==> src/rtl/ram_clear_arbiter.sv <==
// Table RAM front end: a round-robin arbiter for two requesters, plus a
// sequential clear that rewrites every entry to INIT_WORD.
module ram_clear_arbiter #(
  parameter int          AW         = 14,
  parameter int          DW         = 14,
  parameter logic [DW-1:0] INIT_WORD = 14'h3000,
  parameter bit          AUTO_CLEAR = 1'b1
) (
  input  logic          clk,
  input  logic          rstn,
  input  logic          clr_start,
  output logic          clr_busy,
  output logic          clr_done,
  input  logic          r0_req,
  input  logic          r0_we,
  input  logic [AW-1:0] r0_addr,
  input  logic [DW-1:0] r0_wdata,
  output logic          r0_gnt,
  output logic          r0_rvalid,
  output logic [DW-1:0] r0_rdata,
  input  logic          r1_req,
  input  logic          r1_we,
  input  logic [AW-1:0] r1_addr,
  input  logic [DW-1:0] r1_wdata,
  output logic          r1_gnt,
  output logic          r1_rvalid,
  output logic [DW-1:0] r1_rdata,
  output logic [AW-1:0] mem_addr,
  output logic [DW-1:0] mem_din,
  output logic          mem_we,
  input  logic [DW-1:0] mem_dout
);

  typedef enum logic {IDLE, CLEAR} state_e;

  localparam logic [AW-1:0] LAST = '1;

  state_e        state_q, state_d;
  logic [AW-1:0] cnt_q, cnt_d;
  logic          pend_q, pend_d;
  logic          last_q, last_d;
  logic          done_q, done_d;
  logic          rv0_q, rv1_q;
  logic [DW-1:0] rd0_q, rd1_q;
  logic          g0, g1;

  always_comb begin
    state_d  = state_q;
    cnt_d    = cnt_q;
    pend_d   = pend_q;
    last_d   = last_q;
    done_d   = 1'b0;
    g0       = 1'b0;
    g1       = 1'b0;
    mem_we   = 1'b0;
    mem_addr = '0;
    mem_din  = '0;
    unique case (state_q)
      IDLE: begin
        if (pend_q | clr_start) begin
          state_d = CLEAR;
          pend_d  = 1'b0;
        end else if (rstn) begin
          // On contention, the side that was not granted last wins
          g0 = r0_req & (~r1_req | last_q);
          g1 = r1_req & (~r0_req | ~last_q);
        end
      end
      CLEAR: begin
        mem_we   = 1'b1;
        mem_addr = cnt_q;
        mem_din  = INIT_WORD;
        cnt_d    = cnt_q + 1'b1;
        if (cnt_q == LAST) begin
          state_d = IDLE;
          done_d  = 1'b1;
        end
      end
      default: state_d = IDLE;
    endcase
    unique case (1'b1)
      g0: begin
        mem_we   = r0_we;
        mem_addr = r0_addr;
        mem_din  = r0_wdata;
        last_d   = 1'b0;
      end
      g1: begin
        mem_we   = r1_we;
        mem_addr = r1_addr;
        mem_din  = r1_wdata;
        last_d   = 1'b1;
      end
      default: ;
    endcase
  end

  always_ff @(posedge clk or negedge rstn) begin
    if (!rstn) begin
      state_q <= IDLE;
      cnt_q   <= '0;
      pend_q  <= AUTO_CLEAR;
      last_q  <= 1'b1;
      done_q  <= 1'b0;
      rv0_q   <= 1'b0;
      rv1_q   <= 1'b0;
      rd0_q   <= '0;
      rd1_q   <= '0;
    end else begin
      state_q <= state_d;
      cnt_q   <= cnt_d;
      pend_q  <= pend_d;
      last_q  <= last_d;
      done_q  <= done_d;
      rv0_q   <= g0 & ~r0_we;
      rv1_q   <= g1 & ~r1_we;
      if (g0 & ~r0_we) rd0_q <= mem_dout;
      if (g1 & ~r1_we) rd1_q <= mem_dout;
    end
  end

  assign clr_busy  = (state_q == CLEAR);
  assign clr_done  = done_q;
  assign r0_gnt    = g0;
  assign r1_gnt    = g1;
  assign r0_rvalid = rv0_q;
  assign r1_rvalid = rv1_q;
  assign r0_rdata  = rd0_q;
  assign r1_rdata  = rd1_q;

endmodule
==> config.mk <==
export PLATFORM = sky130hd
export DESIGN_NAME = ram_clear_arbiter
export DESIGN_NICKNAME = d
export VERILOG_FILES = /design/src/rtl/ram_clear_arbiter.sv
export SDC_FILE = /design/constraint.sdc
export NUM_CORES = 1
export LEC_CHECK = 0
export CAP_MARGIN = 20
export CORE_ASPECT_RATIO = 1.2
export CORE_MARGIN = 2
export CORE_UTILIZATION = 41
export DETAILED_ROUTE_END_ITERATION = 6
export GPL_ROUTABILITY_DRIVEN = 1
export PLACE_DENSITY = 0.85
export SLEW_MARGIN = 10
export SYNTH_ARGS = -nofsm -noshare
export SYNTH_HDL_FRONTEND = slang
export SYNTH_SLANG_ARGS = --single-unit
==> constraint.sdc <==
create_clock -name clk -period 5.9 [get_ports clk]
set_input_delay 1.18 -clock clk [delete_from_list [all_inputs] [get_ports clk]]
set_output_delay 1.18 -clock clk [all_outputs]
set_load 0.02 [all_outputs]
# Word level (Yosys, flattened, before mapping)
# Index checks and enable logic that the tools add are counted.
[word_totals]
ff_bits = 48
inputBits = 77
out_inout_bits = 63
word_cells = 44
[op_classes]
add_sub_neg = 1
eq_ne = 1
mux = 18
bitwise_logic = 13
n_reduce_logical = 2
[ops]
columns = ["operator", "count"]
rows = [
  ["case mux 14 bit (2 select lines)", 2],
  ["2-to-1 mux 14 bit", 2],
  ["adder 14 x 1 -> 14 bit (second input constant)", 1],
  ["equality test 14 bit (second input constant)", 1],
  ["2-to-1 mux 1 bit", 11],
  ["inverter 1 bit", 6],
  ["case mux 1 bit (2 select lines)", 3],
  ["AND 1 bit", 4],
  ["OR 1 bit", 3],
  ["AND reduction 2 bit", 1],
  ["nonzero test 2 bit", 1],
]

# Logic depth before layout (Yosys ltp)
[logic_depth]
ltp_word = 7
depth_mapped = 5
mapped_depth_nobuf = 4

# Least setup slack after synthesis
# Ideal clock, no wire load.
[synth_timing]
kind = "input to output"
start = "in clr_start"
end = "out mem_din[0]"
arrival_ps = 2435
required_ps = 4720
setup_slack_ps = 2285
stages = 4
n_path_buf = 2
path_cell_list = "or4b_4 -> clkbuf_1 -> clkbuf_1 -> nor2_1"
[synth_via]
elab_chain_len = 4
elab_cells_between_ends = 6
cone_classes = "5 x mux; 1 x bitwise"
[synth_lines]
columns = ["element", "line_no", "text"]
rows = [
  ["start: declaration", "11", "input logic clr_start,"],
  ["OR 1 bit *", "60", "if (pend_q | clr_start) begin"],
  ["2-to-1 mux 1 bit", "60", ""],
  ["2-to-1 mux 1 bit", "58", "unique case (state_q)"],
  ["case mux 14 bit (2 select lines) *", "81", "unique case (1'b1)"],
  ["end: declaration", "29", "output logic [DW-1:0] mem_din,"],
]
# Mark *: on every way between the ends. The rest lies on a longest branch, timed or not.

# Worst setup path in the final report
[layout_timing]
start = "in r1_req"
end = "out mem_addr[2]"
[layout_via]
elab_chain_len = 7
elab_cells_between_ends = 11
cone_classes = "7 x mux; 4 x bitwise"
[layout_lines]
columns = ["element", "line_no", "text"]
rows = [
  ["start: declaration", "21", "input logic r1_req,"],
  ["inverter 1 bit", "65", "g0 = r0_req & (~r1_req | last_q);"],
  ["OR 1 bit", "65", ""],
  ["AND 1 bit", "65", ""],
  ["2-to-1 mux 1 bit", "63", "end else if (rstn) begin"],
  ["2-to-1 mux 1 bit", "60", ""],
  ["2-to-1 mux 1 bit", "58", ""],
  ["case mux 14 bit (2 select lines) *", "81", ""],
  ["end: declaration", "28", "output logic [AW-1:0] mem_addr,"],
]
# Marked as above.

==> out/metrics.yaml <==
power_density_mw_per_mm2: 223.1
drt_first_pass_iters: 4
fp.dieW_um: 74.76
max_freq_ghz: 0.2154
drc: 0
path_class: "input port to output pin"
hp-start: "r0_rdata[11]"
synth_top_family_by_area: "multiplexers"
routed_wire_length_per_instance_um: 15.48
netlist.area_leader.share_pct: 46.72
antenna_found_initial: 0
r2r-start: "clr_busy"
path_clk_slew_ps: 80
vias: 2268
cts_hold_buf: 0
wirelength_um: 6701
rows: 30
n_fill_cell: 433
num_antenna_cells: 0
finalSetupTns_ps: 0
postCtsSetupBuffers: 0
io_pins: 140
crit_required_ps: 4720
synth-seq-cells: 48
clock_latency_ps: 290
portBuffers: 139
worst-path-max-fanout: 18
tightest_slew_ps: 1008
yosysTopAreaCell: "dfrtp_1"
grt.total_usage_pct: 20.51
r2r_slack_ps: 2980
area_growth_pct: 63.13
slew_violations: 0
syn-num-nets: 298
peakVddDrop_uv: 175.1
synthAdderAreaFrac_pct: 0.5079
overflow: 0
cts_root_buf: "clkbuf_8"
cts-buffers-inserted: 5
die_h_um: 88.92
cts_num_sinks: 48
setup_violations: 0
first_iter_violations: 77
synth.distinct_cells: 29
synth-simple-area-share_pct: 13.05
cts_tree: "done"
synth_area_mm2: 0.002464
antenna_left: 0
gp_congestion: 0.7733
worst_hold_path.num_cells: 1
synth-seq-area-share_pct: 48.86
ff_latch_area_mm2: 0.001204
reg2reg_depth: 3
worstPathArrival_ps: 3460
avgViaCountPerCell: 5.238
clockBufferDepth: 2
core_area_mm2: 0.005743
grt_pass1_vias: 2213
fin_crit_ps: 4642
die_area_mm2: 0.006647
hold_viol: 0
r2r_end: "r1_rdata[3]"
place_hpwl_um: 5083
fin_crit_sh_pct: 78.68
grt_pass1_wl_um: 10450
min_path_type: "flip-flop to flip-flop"
synth_compound_area_share_pct: 14.53
cts_resized: 0
start_kind: "input port"
postSynthCellCount: 220
synthTopCellsByArea: "dfrtp_1 (47%), a32oi_1 (10%), mux2_2 (9.1%)"
holdPathEnd: "r0_rdata[11]"
multi_input_area_mm2: 0.001170
nets: 430
leakage_nw: 1.682
yosys_warnings: 0
avgSynthCellArea_um2: 11.20
synth-xor-area-share_pct: 4.622
relSlewSlack_pct: 32.76
synth_mux_area_share_pct: 14.63
hold_ws_ps: 509.9
grt_max_degree: 33
start_util_pct: 42.90
htreeDepth: 2
clock_skew_ps: 3.623
cp-end-kind: "output pin"
status: "complete, no violations"
drive_above_1_share_pct: 13.60
rsz0062_at_grt: "false"
drv_cap: 0
-- state kept, by name, indices dropped and copies added, names as in the netlist --
signal and flops:
clr_busy 1, r0_rdata 14, pend_q 1, r1_rvalid 1, cnt_q 14, r1_rdata 14
last_q 1, r0_rvalid 1, clr_done 1
-- worst max-delay path, stage by stage --
cell and delay [ps]:
clkdlybuf4s50_1 500, a21boi_2 510, buf_4 340, a32oi_1 70, o21ai_0 200, clkdlybuf4s50_1 640
-- cell usage in the layout, fill, tap and decap left out, drive strengths merged --
cell type	Yosys	layout
nor4b	1	1
dfstp	2	2
mux2	29	29
bufinv	0	1
inv	2	2
nand2	18	18
dfrtp	46	46
a21oi	1	1
and3	1	1
and2	2	2
nand2b	1	1
nor3	5	5
ha	1	1
xor2	10	10
a21boi	1	1
o21ai	17	17
clkbuf	16	6
buf	2	5
a31oi	1	1
clkdlybuf4s50	0	138
clkinv	0	1
nor4	4	4
nor2	15	15
a32oi	29	29
nand4b	1	1
nand3	4	4
nand4	6	6
nor3b	1	1
or4b	1	1
xnor2	3	3
-- Yosys cell counts, drive strengths merged --
cell type and n:
dfrtp 46, a32oi 29, mux2 29, nand2 18
o21ai 17, clkbuf 16, nor2 15, xor2 10
nand4 6, nor3 5, nand3 4, nor4 4
xnor2 3, and2 2, buf 2, dfstp 2
inv 2, a21boi 1, a21oi 1, a31oi 1
and3 1, ha 1, nand2b 1, nand4b 1
nor3b 1, nor4b 1, or4b 1
-- stage by stage --
stage	util, %	cells	total power (W)	instance area, µm²	setup WS [ps]
floorplan	-	220	0.0005194	2464	2285
global placement	67.86	425	0.0006560	3897	1330
detailed placement	67.86	425	0.0006600	3897	1281
CTS	69.98	433	0.0009050	4019	1262
global route	69.98	433	0.0009478	4019	1066
finish	69.98	433	0.0008965	4019	1258
-- cells by family after synthesis --
logic type               Yosys count
multiplexers                      29
buffers and inverters             20
AO/OA/AOI/OAI                     49
adder cells (fa/ha/maj)            1
XOR/XNOR                          13
AND/OR/NAND/NOR                   60
flip-flops                        48
-- per-layer routing --
| metal | global-route usage, % | routed length [µm] |
|---|---|---|
| met1 | 24.49 | 2753 |
| met2 | 36.77 | 3431 |
| met3 | 4.622 | 462 |
| met4 | 5.844 | 54 |
| met5 | 0 | 0 |
-- report_power, final --
group / internal (W) / switching (W)
clock network: 0.000139 / 0.000104
logic: 0.000141 / 0.000113
registers: 0.000359 / 0.0000411
total: 0.000639 / 0.000258
-- worst max-delay path by stage --
stage               startpoint            to  slack (ps)  depth (start not counted)
floorplan            clr_start    mem_din[0]        2280                          4
global placement        r1_req   mem_addr[5]        1330                          6
detailed placement      r1_req  mem_addr[10]        1280                          6
CTS                     r1_req  mem_addr[10]        1260                          6
global route            r1_req   mem_addr[0]        1070                          6
finish                  r1_req   mem_addr[2]        1260                          6
-- layout make-up --
cell class | instances | share of cell area, %
well taps | 80 | 2.491
repair buffers | 143 | 35.24
inverters | 2 | 0.1868
clock inverters | 2 | 0.9651
clock buffers | 6 | 2.055
flip-flops and latches | 48 | 29.95
multi-input cells | 152 | 29.11
No activity file was read; power rests on OpenSTA's default activity.
